`config.mk`:
```
export PLATFORM = sky130hd
export DESIGN_NAME = cdb_mul_unit_flat
export DESIGN_NICKNAME = d
export VERILOG_FILES = /design/src/rtl/cdb_mul_unit_pkg.sv /design/src/rtl/cdb_mul_unit_if.sv /design/src/rtl/cdb_mul_unit_mul_pipe_stage.sv /design/src/rtl/cdb_mul_unit.sv /design/src/flat_wrapper.sv
export SDC_FILE = /design/constraint.sdc
export NUM_CORES = 2
export LEC_CHECK = 0
export CAP_MARGIN = 20
export CORE_MARGIN = 10
export CORE_UTILIZATION = 30
export DETAILED_ROUTE_END_ITERATION = 7
export GPL_ROUTABILITY_DRIVEN = 0
export PLACE_DENSITY = 0.51
export SYNTH_ARGS = -nofsm -noshare
export SYNTH_HDL_FRONTEND = slang
export SYNTH_SLANG_ARGS = --single-unit
```
`constraint.sdc`:
```
create_clock -name CLK -period 14.12 [get_ports CLK]
set_input_delay 2.824 -clock CLK [delete_from_list [all_inputs] [get_ports CLK]]
set_output_delay 2.824 -clock CLK [all_outputs]
set_load 0.05 [all_outputs]
```
`src/rtl/cdb_mul_unit_pkg.sv`:
```
// Shared definitions for common data bus (CDB) producers: slot geometry,
// slot indices and the slot packing helper used by every producer.
package cdb_mul_unit_pkg;

    // Whole CDB is four 36-bit slots plus spare bits owned by the ROB side.
    localparam int CDB_SLOT_W   = 36;
    localparam int CDB_W        = 148;
    localparam int ROB_TAG_W    = 3;
    localparam int SLOT_VALUE_W = 32;

    // Field offsets inside one slot: [35:4] value, [3] valid, [2:0] tag.
    localparam int VALID_BIT = 3;
    localparam int TAG_LSB   = 0;
    localparam int VALUE_LSB = 4;

    // Position of each producer's slot on the CDB.
    typedef enum logic [1:0] {
        DP  = 2'd0,
        MEM = 2'd1,
        MUL = 2'd2,
        FP  = 2'd3
    } cdb_slot_e;

    // Build a slot; value and tag are forced to zero when valid is low so
    // the ROB can never latch a stale tag from an idle slot.
    function automatic logic [CDB_SLOT_W-1:0] cdb_slot_pack(
        input logic [SLOT_VALUE_W-1:0] value,
        input logic                    valid,
        input logic [ROB_TAG_W-1:0]    tag
    );
        logic [CDB_SLOT_W-1:0] slot;
        slot = '0;
        if (valid) begin
            slot[VALUE_LSB +: SLOT_VALUE_W] = value;
            slot[VALID_BIT]                 = 1'b1;
            slot[TAG_LSB +: ROB_TAG_W]      = tag;
        end
        return slot;
    endfunction

endpackage

```
`src/rtl/cdb_mul_unit_if.sv`:
```
// Issue-side and CDB-side signals of the multiply unit.
//
// Handshake: there is no ready anywhere. Issue=1 means the operands, tag and
// mode bits are valid this cycle and are consumed at the rising edge
// unconditionally. CDB_MUL[3]=1 means value/tag are valid for exactly this
// cycle and the ROB consumes them unconditionally.
interface cdb_mul_unit_if;
    import cdb_mul_unit_pkg::*;

    logic                    Issue;
    logic [SLOT_VALUE_W-1:0] OpA;
    logic [SLOT_VALUE_W-1:0] OpB;
    logic [ROB_TAG_W-1:0]    Tag;
    logic                    SignedOp;
    logic                    High;
    logic                    Flush;
    logic [CDB_SLOT_W-1:0]   CDB_MUL;
    logic                    Busy;
    logic [3:0]              InFlight;

    // Issue stage / ROB side.
    modport master (
        output Issue, OpA, OpB, Tag, SignedOp, High, Flush,
        input  CDB_MUL, Busy, InFlight
    );

    // Multiply unit side.
    modport slave (
        input  Issue, OpA, OpB, Tag, SignedOp, High, Flush,
        output CDB_MUL, Busy, InFlight
    );

endinterface

```
`src/rtl/cdb_mul_unit_mul_pipe_stage.sv`:
```
// One stage of the multiply pipeline: valid/tag/data register. The valid bit
// clears synchronously on reset or flush; tag/data carry no reset because the
// slot packer hides them whenever valid is low.
module cdb_mul_unit_mul_pipe_stage #(
    parameter int TAG_W  = 3,
    parameter int DATA_W = 32
) (
    input  logic              clk,
    input  logic              rst_n,
    input  logic              flush,
    input  logic              in_valid,
    input  logic [TAG_W-1:0]  in_tag,
    input  logic [DATA_W-1:0] in_data,
    output logic              valid,
    output logic [TAG_W-1:0]  tag,
    output logic [DATA_W-1:0] data
);

    // Valid bit: reset and flush both kill whatever this stage holds or receives.
    always_ff @(posedge clk) begin
        if (!rst_n || flush) begin
            valid <= 1'b0;
        end else begin
            valid <= in_valid;
        end
    end

    // Payload only moves with a valid op, which keeps idle stages quiet.
    always_ff @(posedge clk) begin
        if (in_valid) begin
            tag  <= in_tag;
            data <= in_data;
        end
    end

endmodule

```
`src/rtl/cdb_mul_unit.sv`:
```
// Fully pipelined 32x32 multiply unit driving the MUL slot of the CDB.
// The whole product is formed in front of stage 1 and only the selected half
// is registered; the remaining LATENCY-1 stages just delay valid/tag/result.
module cdb_mul_unit
    import cdb_mul_unit_pkg::*;
#(
    parameter int LATENCY = 3,
    parameter int TAG_W   = ROB_TAG_W,
    parameter int DATA_W  = SLOT_VALUE_W
) (
    input  logic           CLK,
    input  logic           Reset_n,
    cdb_mul_unit_if.slave  bus
);

    logic [2*DATA_W-1:0] op_a_ext;
    logic [2*DATA_W-1:0] op_b_ext;
    logic [2*DATA_W-1:0] product;
    logic [DATA_W-1:0]   issue_data;

    logic              stage_valid [LATENCY];
    logic [TAG_W-1:0]  stage_tag   [LATENCY];
    logic [DATA_W-1:0] stage_data  [LATENCY];

    logic [3:0] in_flight;

    // Extend both operands to the full product width, then pick one half.
    always_comb begin
        op_a_ext = '0;
        op_b_ext = '0;
        if (bus.SignedOp) begin
            op_a_ext = {{DATA_W{bus.OpA[DATA_W-1]}}, bus.OpA};
            op_b_ext = {{DATA_W{bus.OpB[DATA_W-1]}}, bus.OpB};
        end else begin
            op_a_ext = {{DATA_W{1'b0}}, bus.OpA};
            op_b_ext = {{DATA_W{1'b0}}, bus.OpB};
        end
        product    = op_a_ext * op_b_ext;
        issue_data = bus.High ? product[2*DATA_W-1:DATA_W] : product[DATA_W-1:0];
    end

    for (genvar i = 0; i < LATENCY; i++) begin : g_stage
        if (i == 0) begin : g_first
            cdb_mul_unit_mul_pipe_stage #(
                .TAG_W  (TAG_W),
                .DATA_W (DATA_W)
            ) u_stage (
                .clk      (CLK),
                .rst_n    (Reset_n),
                .flush    (bus.Flush),
                .in_valid (bus.Issue),
                .in_tag   (bus.Tag),
                .in_data  (issue_data),
                .valid    (stage_valid[i]),
                .tag      (stage_tag[i]),
                .data     (stage_data[i])
            );
        end else begin : g_rest
            cdb_mul_unit_mul_pipe_stage #(
                .TAG_W  (TAG_W),
                .DATA_W (DATA_W)
            ) u_stage (
                .clk      (CLK),
                .rst_n    (Reset_n),
                .flush    (bus.Flush),
                .in_valid (stage_valid[i-1]),
                .in_tag   (stage_tag[i-1]),
                .in_data  (stage_data[i-1]),
                .valid    (stage_valid[i]),
                .tag      (stage_tag[i]),
                .data     (stage_data[i])
            );
        end
    end

    // Occupancy straight from the registered valids, so it has no extra lag.
    always_comb begin
        in_flight = '0;
        for (int i = 0; i < LATENCY; i++) begin
            in_flight = in_flight + {3'b000, stage_valid[i]};
        end
    end

    assign bus.InFlight = in_flight;
    assign bus.Busy     = (in_flight != 4'd0);

    // Last stage drives the slot; the packer zeroes value/tag when idle.
    assign bus.CDB_MUL = cdb_slot_pack(stage_data[LATENCY-1],
                                       stage_valid[LATENCY-1],
                                       stage_tag[LATENCY-1]);

endmodule

```
`src/flat_wrapper.sv`:
```
// flat-port wrapper written by rule: the top's interface ports become plain ports
module cdb_mul_unit_flat import cdb_mul_unit_pkg::*;
#(
    parameter int LATENCY = 3,
    parameter int TAG_W   = ROB_TAG_W,
    parameter int DATA_W  = SLOT_VALUE_W
)
  (CLK, Reset_n, bus_Issue, bus_OpA, bus_OpB, bus_Tag, bus_SignedOp, bus_High, bus_Flush, bus_CDB_MUL, bus_Busy, bus_InFlight);
  cdb_mul_unit_if bus_i ();
  input  logic CLK;
  input  logic Reset_n;
  input wire logic [$bits(bus_i.Issue)-1:0] bus_Issue;
  input wire logic [$bits(bus_i.OpA)-1:0] bus_OpA;
  input wire logic [$bits(bus_i.OpB)-1:0] bus_OpB;
  input wire logic [$bits(bus_i.Tag)-1:0] bus_Tag;
  input wire logic [$bits(bus_i.SignedOp)-1:0] bus_SignedOp;
  input wire logic [$bits(bus_i.High)-1:0] bus_High;
  input wire logic [$bits(bus_i.Flush)-1:0] bus_Flush;
  output wire logic [$bits(bus_i.CDB_MUL)-1:0] bus_CDB_MUL;
  output wire logic [$bits(bus_i.Busy)-1:0] bus_Busy;
  output wire logic [$bits(bus_i.InFlight)-1:0] bus_InFlight;
  assign bus_i.Issue = bus_Issue;
  assign bus_i.OpA = bus_OpA;
  assign bus_i.OpB = bus_OpB;
  assign bus_i.Tag = bus_Tag;
  assign bus_i.SignedOp = bus_SignedOp;
  assign bus_i.High = bus_High;
  assign bus_i.Flush = bus_Flush;
  assign bus_CDB_MUL = bus_i.CDB_MUL;
  assign bus_Busy = bus_i.Busy;
  assign bus_InFlight = bus_i.InFlight;
  cdb_mul_unit #(.LATENCY(LATENCY), .TAG_W(TAG_W), .DATA_W(DATA_W)) u_core (.CLK(CLK), .Reset_n(Reset_n), .bus(bus_i));
endmodule
```
# ---- Word-level counts from Yosys, hierarchy flattened
# Cells that the tools add are included.
dict set report word_totals {
  reg_bits 108
  elab_cells 19
  in_bits 73
}
dict set report op_classes {
  muxes 4
  addsub 2
  multipliers 1
  n_reduce_logical 3
}
# op n
set ops {}
lappend ops {{64-bit 2-to-1 mux} 2}
lappend ops {{64-bit by 64-bit multiplier with 64-bit output} 1}
lappend ops {{36-bit 2-to-1 mux} 1}
lappend ops {{32-bit 2-to-1 mux} 1}
lappend ops {{4-bit by 1-bit adder with 4-bit output} 1}
lappend ops {{4-bit nonzero test} 1}
lappend ops {{1-bit by 1-bit adder with 2-bit output} 1}
lappend ops {{1-bit zero test} 1}
lappend ops {{1-bit logical OR} 1}

# ---- Logic depth before layout (Yosys ltp)
dict set report logic_depth {
  depth_word 3
  mapped_depth 37
  mapped_depth_nobuf 33
}

# ---- Cells and area by module
# Synthesis repeated with hierarchy kept, for this count alone.
dict set report hier_totals {
  cells_unflattened 5287
  hier_area_um2 51605.7
}
# module seq_area_each_um2 instances cells_each area_each_um2
set by_module_without_submodules {}
lappend by_module_without_submodules {cdb_mul_unit 0.0 1 5176 48366.4}
lappend by_module_without_submodules {cdb_mul_unit_mul_pipe_stage 1071.0 3 37 1079.8}

# ---- Worst setup path after synthesis
# No wires, ideal clock.
dict set report synth_timing {
  path_kind {input port to flip-flop}
  startpoint {input port bus_SignedOp}
  endpoint {register u_core.g_stage[0].g_first.u_stage.data[29], data pin}
  arrival_ps 11521
  stages 29
  setup_slack_ps 2338
  cell_sequence {and2_1 -> clkbuf_1 -> clkbuf_1 -> nand2_1 -> fa_1 -> inv_1 -> fa_1 -> fa_1 -> inv_1 -> fa_1 -> inv_1 -> fa_1 -> fa_1 -> fa_1 -> fa_1 -> fa_1 -> inv_1 -> fa_1 -> inv_1 -> ha_1 -> clkbuf_1 -> nand4_1 -> nor4_1 -> and2_1 -> inv_1 -> o41ai_2 -> a41oi_1 -> mux2i_1 -> a311o_1}
}
dict set report synth_between {
  elab_chain_cells 3
  elab_cells_between_ends 4
  cone_classes {mul (1); mux (3)}
}
# item line_no
set synth_rtl {}
lappend synth_rtl {{from (decl)} flat_wrapper.sv:16} ;# input wire logic [$bits(bus_i.SignedOp)-1:0] bus_SignedOp;
lappend synth_rtl {{64-bit 2-to-1 mux} cdb_mul_unit.sv:31} ;# if (bus.SignedOp) begin
lappend synth_rtl {{64-bit by 64-bit multiplier with 64-bit output *} cdb_mul_unit.sv:38} ;# product = op_a_ext * op_b_ext;
lappend synth_rtl {{32-bit 2-to-1 mux *} cdb_mul_unit.sv:39} ;# issue_data = bus.High ? product[2*DATA_W-1:DATA_W] : product[DATA_W-1:0];
lappend synth_rtl {{via u_core.g_stage[0].g_first.u_stage.in_data[29]} cdb_mul_unit_mul_pipe_stage.sv:13} ;# input logic [DATA_W-1:0] in_data,
lappend synth_rtl {{to (signal assigned)} cdb_mul_unit_mul_pipe_stage.sv:32} ;# data <= in_data;
lappend synth_rtl {{to (decl)} cdb_mul_unit_mul_pipe_stage.sv:16} ;# output logic [DATA_W-1:0] data
# The timed path passes the listed nets; every way through them passes the cells marked *.
# A chain may end at the register's enable or synchronous reset.

# ---- Worst setup path in the final report
dict set report layout_timing {
  startpoint {input port bus_SignedOp}
  endpoint {register u_core.g_stage[0].g_first.u_stage.data[28], data pin}
}
# Same word-level chain as after synthesis.

==> results.md <==
- Crit path depth: 31
- Rel. slew slack: 26.4%
- Final setup vio count: 0
- Final WL: 152000 µm
- Critical Path Max Stage Delay: 0.72 ns
- Num ports: 114
- Post-synth top area share: 55.0%
- Grt ovf: 0
- Remaining DRCs: 0
- H-tree depth: 3
- FILL cells: 17900
- Yosys top cell by area: fa_1
- Clk_lat worst skew: 0.35 ns
- Post-layout util: 32.5%
- Avg WL per Cell: 20.0 µm
- Final HPWL DP: 135000 µm
- Reg2Reg Depth: 1
- Core ar.: 172000 µm²
- Syn-to-layout area delta: 7.92%
- Outcome: finished, final reports clean
- Port bufs: 112
- Initial core utilization: 30.1%
- Rows: 152
- Count of cell types in the netlist: 74
- Initial DRC Count: 1844
- Cts repair resizes: 0
- Syn nets: 7102
- Die area: 189000 µm²
- Drt via density: 4.48
- Initial antenna violation count: 16
- CTS tree: yes
- Buf/Inv on CP: 9
- Antenna viol nets, final: 0
- Worst-path clk slew: 0.08 ns
- Crit path kind: in -> reg
- Seq cells post-synth: 108
- Post-CTS Repair Setup Buffers: 0
- Sequential cell area: 3210 µm²
- Largest net degree at the start of global routing: 56
- Worst Path Required: 14.20 ns
- Worst R2R Setup Slack: 12.92 ns
- CP delay by family, top: adder cells
- GRT Util Overall: 16.2%
- Max FO, Critical Path: 11
- Max clock buf depth: 2
- Share of post-route cells with drive strength above 1: 2.99%
- Hold Slack: 0.414 ns
- Slew Viols, Final: 0
- Clock skew: 0.0102 ns
- Period Utilization, post-route: 90.7%
- Post-synthesis cell count: 5298
- Max-Cap Viols: 0
- First-pass DRT Iterations: 6
- Die span in x: 435 µm
- Post-Syn Area: 51700 µm²
- CP max stage cell: fa_1
- FF-to-FF End: u_core.g_stage[1].g_rest.u_stage.data[13]
- Post-synth top flop: edfxtp_1
- Number of global-route vias before repair: 38500
- CP startpoint kind: input port
- Slew @ Worst Pin: 1.10 ns
- Synth warn: 0
- Setup TNS: 0 ns
- Origin of the critical flop-to-flop path: u_core.g_stage[0].g_first.u_stage.valid
- Synth area leaders: fa_1 55%, inv_1 11%, and2_1 7.6%, ha_1 7.5%, edfxtp_1 6.1%
- Hold/Removal Path Class: reg -> reg
- Post-Syn Area per Cell: 9.76 µm²
- First-pass GRT wire length: 239000 µm
- CTS sink count: 108
- Tmin final: 12.81 ns
- Total number of vias: 34000
- Post-synthesis async set-or-reset flop share: 0%
- Cell mode on critical path: fa_1
- Critical path endpoint category: flop
- CP Launch Point: bus_SignedOp
- Fin. Hold Viols: 0
- Critical path endpoint: u_core.g_stage[0].g_first.u_stage.data[28]
- Layout net count: 7076
- Sequential area share after synthesis: 6.21%
- Unrepaired setup endpoints after global routing: false
- Chip height: 435 µm
- Number of enable flip-flop cells after synthesis: 105
- Area of the multi-input gates: 41900 µm²
- Max Fclk: 0.0781 GHz
- Inserted Clock Buffers: 9
- Crit path DAT: 12.89 ns
- Hold Buf Count CTS: 0
- CTS root buffer: clkbuf_16
placed cells by master (no fill, tap or decap), types with 6 or more instances in the layout:
cell,instances
xor2_1,29
xnor2_1,83
a31oi_1,12
clkdlybuf4s50_1,95
nand3_1,18
or3_1,6
nand2_1,549
clkbuf_16,9
nor2_1,48
o21bai_1,7
a31o_2,8
buf_4,95
o21ai_0,42
fa_1,1420
nor3_1,7
mux2i_1,9
a21o_1,34
a211oi_1,8
ha_1,311
edfxtp_1,105
nand4_1,9
and2_1,626
and3_1,29
buf_2,17
a21oi_1,76
inv_1,1511
cells in the mapped netlist, types with 34 or more instances:
cell and count:
and2_1 626, clkbuf_1 236, nor2_1 48, edfxtp_1 105, nand2_1 550, inv_1 1511
fa_1 1420, a21oi_1 76, ha_1 311, xnor2_1 83, a21o_1 34, o21ai_0 42
worst min path at each step:
stage	from	endpoint	slack [ns]	depth (start not counted)
after floorplan	u_core.g_stage[0].g_first.u_stage.data[0]	u_core.g_stage[1].g_rest.u_stage.data[0]	0.40	0
after global placement	u_core.g_stage[1].g_rest.u_stage.tag[2]	u_core.g_stage[2].g_rest.u_stage.tag[2]	0.40	0
after detailed placement	u_core.g_stage[0].g_first.u_stage.data[7]	u_core.g_stage[1].g_rest.u_stage.data[7]	0.40	0
after CTS	u_core.g_stage[1].g_rest.u_stage.data[22]	u_core.g_stage[2].g_rest.u_stage.data[22]	0.41	0
after global routing	u_core.g_stage[1].g_rest.u_stage.data[21]	u_core.g_stage[2].g_rest.u_stage.data[21]	0.42	0
final	u_core.g_stage[1].g_rest.u_stage.data[22]	u_core.g_stage[2].g_rest.u_stage.data[22]	0.41	0
cell families after synthesis:
family                   Yosys count  share of synthesized area (%)
buffers and inverters           1761                           12.8
adder cells (fa/ha/maj)         1733                           62.5
AND/OR/NAND/NOR                 1324                           13.1
AO/OA/AOI/OAI                    247                           3.17
XOR/XNOR                         112                           1.90
flip-flops                       108                           6.21
multiplexers                      12                          0.240
other                              1                        0.00725
stage by stage:
step	setup slack [ns]	instances	instance area, µm²
after global routing	0.673	7589	55800
after global placement	0.896	7567	55400
final	1.31	7590	55800
after floorplan	2.34	5298	51700
after CTS	1.24	7585	55800
after detailed placement	0.848	7569	55500
layer usage:
metal  track usage [%]  wire length (µm)
met3             0.920              4540
met2              28.6             75300
met1              22.1             68400
met4              3.03              3230
met5                 0                13
area by class of cell:
class / instances / area share [%]
multi-input combinational: 3429 / 75.0
inverter: 1512 / 10.2
sequential: 108 / 5.76
tap: 2310 / 5.18
timing repair buffer: 212 / 3.32
clock buffer: 10 / 0.410
clock inverter: 6 / 0.103
antenna: 3 / 0.0135
flip-flops by register name, summed over array words and instances (netlist names):
register,cells
u_core.g_stage.g_first.u_stage.data,32
u_core.g_stage.g_rest.u_stage.tag,6
u_core.g_stage.g_rest.u_stage.valid,2
u_core.g_stage.g_first.u_stage.tag,3
u_core.g_stage.g_rest.u_stage.data,64
u_core.g_stage.g_first.u_stage.valid,1
Power is not shown: default switching activity piles up to over one toggle a cycle in this logic, so the estimate is an artifact.
